File: src/rtl/ahb_burst_sequencer.sv
// AHB burst sequencer: expands one CPU request into NONSEQ/SEQ address phases separated by BUSY gaps.
// Optional feature macro AHB_SEQ_ERR_ABORT_EN: an error response aborts the burst instead of setting a sticky err.
module ahb_burst_sequencer #(
    parameter int MAX_INCR_LEN = 16
) (
    input  logic       HCLK,
    input  logic       HRESETn,
    input  logic       req_valid,
    output logic       req_ready,
    input  logic [2:0] req_burst,
    input  logic       req_write,
    input  logic [4:0] req_len,
    input  logic       HREADY,
    input  logic       HRESP,
    output logic [1:0] HTRANS,
    output logic [2:0] HBURST,
    output logic       HWRITE,
    output logic [2:0] HSIZE,
    output logic       addr_en,
    output logic [4:0] beat_cnt,
    output logic       done,
    output logic       err
);

    localparam logic [1:0] TR_IDLE   = 2'b00;
    localparam logic [1:0] TR_BUSY   = 2'b01;
    localparam logic [1:0] TR_NONSEQ = 2'b10;
    localparam logic [1:0] TR_SEQ    = 2'b11;
    localparam logic [4:0] MAX_LEN   = 5'(MAX_INCR_LEN);

    typedef enum logic [2:0] {
        IDLE,
        ADDR,
        GAP,
        DATA,
        ERR
    } state_t;

    state_t     state;
    state_t     state_d;
    logic [1:0] htrans_q;
    logic [1:0] htrans_d;
    logic [2:0] hburst_q;
    logic [2:0] hburst_d;
    logic       hwrite_q;
    logic       hwrite_d;
    logic       addr_en_q;
    logic       addr_en_d;
    logic [4:0] beat_cnt_q;
    logic [4:0] beat_cnt_d;
    logic [4:0] beat_total;
    logic [4:0] beat_total_d;
    logic [4:0] req_total;
    logic       done_q;
    logic       done_d;
    logic       err_q;
    logic       err_d;
    logic       accept;
    logic       last_beat;
    logic       abort;

    // A done cycle is already IDLE, but a request seen alongside done must not start a burst.
    assign req_ready = (state == IDLE) && !done_q;
    assign accept    = req_valid && req_ready;
    assign last_beat = (beat_cnt_q + 5'd1) >= beat_total;

`ifdef AHB_SEQ_ERR_ABORT_EN
    assign abort = HRESP && !HREADY;
`else
    assign abort = 1'b0;
`endif

    always_comb begin
        req_total = 5'd16;
        case (req_burst)
            3'b000: req_total = 5'd1;
            3'b001: begin
                if (req_len == 5'd0) begin
                    req_total = 5'd1;
                end else if (req_len > MAX_LEN) begin
                    req_total = MAX_LEN;
                end else begin
                    req_total = req_len;
                end
            end
            3'b010, 3'b011: req_total = 5'd4;
            3'b100, 3'b101: req_total = 5'd8;
            default:        req_total = 5'd16;
        endcase
    end

    always_comb begin
        state_d      = state;
        htrans_d     = htrans_q;
        hburst_d     = hburst_q;
        hwrite_d     = hwrite_q;
        addr_en_d    = 1'b0;
        beat_cnt_d   = beat_cnt_q;
        beat_total_d = beat_total;
        done_d       = 1'b0;
`ifdef AHB_SEQ_ERR_ABORT_EN
        err_d        = 1'b0;
`else
        err_d        = err_q | HRESP;
`endif

        case (state)
            IDLE: begin
                if (accept) begin
                    state_d      = ADDR;
                    htrans_d     = TR_NONSEQ;
                    hburst_d     = req_burst;
                    hwrite_d     = req_write;
                    beat_cnt_d   = 5'd0;
                    beat_total_d = req_total;
                    err_d        = 1'b0;
                end
            end
            ADDR: begin
                if (abort) begin
                    state_d  = ERR;
                    htrans_d = TR_IDLE;
                end else if (HREADY) begin
                    beat_cnt_d = beat_cnt_q + 5'd1;
                    addr_en_d  = 1'b1;
                    if (last_beat) begin
                        state_d  = DATA;
                        htrans_d = TR_IDLE;
                    end else begin
                        state_d  = GAP;
                        htrans_d = TR_BUSY;
                    end
                end
            end
            GAP: begin
                // The BUSY gap guarantees addr_en drops between beats for the edge-triggered address stage.
                if (abort) begin
                    state_d  = ERR;
                    htrans_d = TR_IDLE;
                end else if (HREADY) begin
                    state_d  = ADDR;
                    htrans_d = TR_SEQ;
                end
            end
            DATA: begin
                if (abort) begin
                    state_d  = ERR;
                    htrans_d = TR_IDLE;
                end else if (HREADY) begin
                    state_d = IDLE;
                    done_d  = 1'b1;
                end
            end
            ERR: begin
                if (HREADY) begin
                    state_d = IDLE;
                    done_d  = 1'b1;
                    err_d   = 1'b1;
                end
            end
            default: begin
                state_d  = IDLE;
                htrans_d = TR_IDLE;
            end
        endcase
    end

    always_ff @(posedge HCLK or negedge HRESETn) begin
        if (!HRESETn) begin
            state      <= IDLE;
            htrans_q   <= TR_IDLE;
            hburst_q   <= 3'b000;
            hwrite_q   <= 1'b0;
            addr_en_q  <= 1'b0;
            beat_cnt_q <= 5'd0;
            beat_total <= 5'd1;
            done_q     <= 1'b0;
            err_q      <= 1'b0;
        end else begin
            state      <= state_d;
            htrans_q   <= htrans_d;
            hburst_q   <= hburst_d;
            hwrite_q   <= hwrite_d;
            addr_en_q  <= addr_en_d;
            beat_cnt_q <= beat_cnt_d;
            beat_total <= beat_total_d;
            done_q     <= done_d;
            err_q      <= err_d;
        end
    end

    assign HTRANS   = htrans_q;
    assign HBURST   = hburst_q;
    assign HWRITE   = hwrite_q;
    assign HSIZE    = 3'b010;
    assign addr_en  = addr_en_q;
    assign beat_cnt = beat_cnt_q;
    assign done     = done_q;
    assign err      = err_q;

    a_cnt_bounded: assert property (@(posedge HCLK) disable iff (!HRESETn)
        beat_cnt_q <= beat_total);
    a_addr_en_gap: assert property (@(posedge HCLK) disable iff (!HRESETn)
        addr_en_q |=> !addr_en_q);
    a_done_pulse: assert property (@(posedge HCLK) disable iff (!HRESETn)
        done_q |=> !done_q);

endmodule

File: config.mk
export PLATFORM = sky130hd
export DESIGN_NAME = ahb_burst_sequencer
export DESIGN_NICKNAME = d
export VERILOG_FILES = /design/src/rtl/ahb_burst_sequencer.sv
export SDC_FILE = /design/constraint.sdc
export NUM_CORES = 1
export LEC_CHECK = 0
export ABC_AREA = 1
export CAP_MARGIN = 20
export CORE_MARGIN = 2
export CORE_UTILIZATION = 35
export CTS_BUF_LIST = sky130_fd_sc_hd__clkbuf_4 sky130_fd_sc_hd__clkbuf_8 sky130_fd_sc_hd__clkbuf_16
export DETAILED_ROUTE_END_ITERATION = 10
export GPL_TIMING_DRIVEN = 0
export HOLD_SLACK_MARGIN = 0.02
export PLACE_DENSITY_LB_ADDON = 0.25
export SETUP_SLACK_MARGIN = 0.1
export SYNTH_ARGS = -nofsm -noshare
export SYNTH_HDL_FRONTEND = slang
export SYNTH_SLANG_ARGS = --single-unit
File: constraint.sdc
create_clock -name HCLK -period 2.3 [get_ports HCLK]
set_clock_uncertainty 0.05 [all_clocks]
set_input_delay 0.345 -clock HCLK [delete_from_list [all_inputs] [get_ports HCLK]]
set_output_delay 0.345 -clock HCLK [all_outputs]
set_load 0.01 [all_outputs]
==> impl_results.md, run 1 <==
- Outcome: complete, no violations
- Crit path capture type: output port
- Post-route setup slack: roughly 0.28 ns
- CP max FO: 5
- Int Power: 0.979 mW
- Top-area cell type share of the netlist area: 0.442
- Hold Path Origin: beat_total[0]$_DFFE_PN1P_
- DR WL met3: 98 µm
- Area contributors post-synth: dfrtp_1, nand2_1, inv_1, ha_1, o21ai_0
- Filler-free cell count of the finished design: ~220
- Tcrit/Tclk final: 0.879
- Syn. warnings: 0
- Setup violators final: 0
- Post-route minimum period: approximately 2 ns
- Clock share of power: 0.107
- DRT met1 WL: slightly above 1000 µm
- Slew margin rel.: 0.371
- Hold Crit Class: register to register
- Final hold vios: 0
- CTS tree: built
- Reg clk slew, reported paths: roughly 0.11 ns
- Slowest Stage Delay on Critical Path: 0.54 ns
- Post-Syn Area: about 0.0011 mm²
- Die Ht: ~61 µm
- Netlist cell types: 25
- Core Footprint: just over 0.003 mm²
- Post-synth EDFFs: 0
- Static Leak: between 0.7 and 0.8 nW
- Sequential-to-total area share from yosys stat: 0.465
- Hpwl dp: roughly 1700 µm
- Setup CP Type: register to output port
- Input/output buffers: 28
- Largest delay share family, worst path: buffers and inverters
- Initial antenna violation count: 0
- Clock Sinks: 21
- Rows: 20
- Crit path required time: 1.90 ns
- Peak supply drop: just over 0.5 mV
- DRT Pass-1 Iters: 4
- GPL Wtd Cong: between 0.8 and 0.9
- Clk Latency, worst-skew pair: 0.31 ns
- DRC Markers: 0
- Worst r2r src: beat_cnt[0]$_DFFE_PN0P_
- CP max stage cell: clkdlybuf4s50_1
- H-tree depth: 1
- TNS Setup: 0 ns
- Layout cells sized above 1: 0.123
- Routed vias/inst: approximately 4.5
- Flop pwr share: 0.380
- Comb pwr share: 0.513
- Most common flop cell mapped by yosys: dfrtp_1
- Vias post-DR: 958
- Num CTS Buffers: 3
- Launch point of the worst path: state[1]$_DFFE_PN0P_
- Crit path arrival time: approximately 1.6 ns
- Max_cap viols: 0
- Gr ovfl total: 0
- Switching pwr: approximately 0.66 mW
- Flop and latch count out of synthesis: 21
- Most common cell after layout, fill and taps aside: nand2_1
- Worst-margin pin slew: 0.940 ns
- Starting Density: 0.368
- Syn Area/Cell: ~8 µm²
- Pwr dens: 1090 mW/mm²
- Post-cts sizing count: 0
- Biggest area consumer among synthesized cells: dfrtp_1
- N_diodes: 0
- Max Used Layer: met4
- Fmax: 495 MHz
- Layout area overhead: 32.5%
- Post-CTS Setup Bufs: 0
- Die W: 60.9 µm
- GRT Util Overall: 0.133
- Post-layout nets: about 190
- Number of global-route vias before repair: slightly below 900
- Clock Tree Root: clkbuf_4
- Die ar.: roughly 0.0037 mm²
- Top Ports: 32
- CP Cell Sequence: inv_1 > nand2_1 > nor2_1 > clkdlybuf4s50_1
- Detail Route Antenna Nets: 0
- Sequential Area: between 500 and 600 µm²
- Mapped Cells: between 100 and 150
- Buf+Inv Stages, Crit Path: 2
- FILL cells: between 300 and 400
- Cts hold-fix bufs: 0
- Startpoint types: register
- Area of the multi-input gates: between 400 and 500 µm²
- First-pass GRT wire length: between 3000 and 4000 µm
- Met2 wire len: roughly 1000 µm
- Place WS: just over 0.3 ns
- R2R Setup Slk: slightly below 0.3 ns
- WL/cell: just over 10 µm
- Commonest cells after routing, fill and taps aside: nand2_1, clkdlybuf4s50_1, inv_1
- Largest net degree at the start of global routing: 22
- Ys async rst share: 1.00
- RSZ-0062 raised after global routing: false
- Initial DRC count: 37
- Final Max Tran Viols: 0
- Clock buffer depth: 2
- Routed wire length: 2190 µm
- Placed cell count: between 200 and 250
- Switching Fraction: 0.401
==> cell type report <==
type / instances / share of cell area
sequential: 21 / 0.352
buffer: 4 / 0.0225
multi-input combinational: 90 / 0.324
tap: 44 / 0.0367
inverter: 24 / 0.0600
clock buffer: 3 / 0.0150
timing repair buffer: 28 / 0.187
clock inverter: 1 / 0.00333
==> sequential cells by signal, summed over array words and instances, names as in the netlist <==
register and flops:
err 1, state 2, beat_cnt 5, HWRITE 1
addr_en 1, HBURST 3, done 1, HTRANS 2
beat_total 5
==> cells in the mapped netlist, types with 2 or more instances <==
cell type,count
nand2_1,39
inv_1,21
dfrtp_1,20
o21ai_0,12
ha_1,6
nand3_1,6
nor2_1,4
o21ai_1,4
buf_4,3
inv_2,3
a21oi_1,2
conb_1,2
nor2_2,2
o21ai_2,2
xor2_1,2
==> worst paths after layout <==
| check | to | cells after the start |
|---|---|---|
| setup / recovery | req_ready | 4 |
| hold / removal | beat_total[0]$_DFFE_PN1P_ | 2 |
| setup reg to reg | HTRANS[0]$_DFFE_PN0P_ | 12 |
| hold reg to reg | beat_total[0]$_DFFE_PN1P_ | 2 |
| max in group asynchronous | beat_cnt[0]$_DFFE_PN0P_ | 1 |
| min in group asynchronous | beat_total[1]$_DFFE_PN0P_ | 1 |
==> tightest hold or removal path, cell delays in order (launching register included) <==
cell and delay (ns):
dfstp_2 0.39, nand2_1 0.07, o21ai_2 0.05
==> logic make-up after synthesis <==
kind of cell,count (synthesis),share of synthesized area
AND/OR/NAND/NOR,57,0.230
buffers and inverters,28,0.109
AO/OA/AOI/OAI,21,0.100
flip-flops,21,0.465
adder cells (fa/ha/maj),6,0.0662
XOR/XNOR,3,0.0232
other,2,0.00662
==> power by group through the flow <==
stage	logic (mW)	clock network, mW	registers (mW)
floorplan	0.470	0	0.659
global placement	0.827	0	0.627
detailed placement	0.846	0	0.627
CTS	0.850	0.186	0.622
global route	0.956	0.197	0.644
finish	0.839	0.176	0.622
==> metal layers <==
layer	global-route usage	vias up
li1	-	490
met1	0.167	444
met2	0.218	19
met3	0.0320	5
met4	0.0559	0
met5	0	-
==> stage by stage <==
step	area, µm²	utilization	hold slack [ns]	total power, mW
6_report	1500	0.488	0.438	1.64
5_1_grt	1500	0.488	0.468	1.80
4_1_cts	1500	0.487	0.442	1.66
3_5_place_dp	1470	0.478	0.419	1.47
3_3_place_gp	1470	0.478	0.420	1.45
2_1_floorplan	1140	-	-0.000591	1.13
Note: power is estimated with default switching activity, not from simulation.
==> run 2: changes to the inputs <==
--- a/constraint.sdc
+++ b/constraint.sdc
@@ -3,3 +3,3 @@
 set_input_delay 0.345 -clock HCLK [delete_from_list [all_inputs] [get_ports HCLK]]
 set_output_delay 0.345 -clock HCLK [all_outputs]
-set_load 0.01 [all_outputs]
+set_load 0.005 [all_outputs]
==> results of run 2 <==
Same layout as run 1 (identical final DEF). Status: complete, no violations.
Main changes from that run: clock-pin slew on the worst setup and hold paths 0.11 ns -> 0.12 ns; setup slack after layout 0.278 ns -> 0.294 ns; start point of the critical path state[1]$_DFFE_PN0P_ -> beat_cnt[0]$_DFFE_PN0P_; end point of the critical path req_ready -> HTRANS[0]$_DFFE_PN0P_; total power 1.64 mW -> 1.59 mW; worst IR drop on VDD 0.520 mV -> 0.504 mV
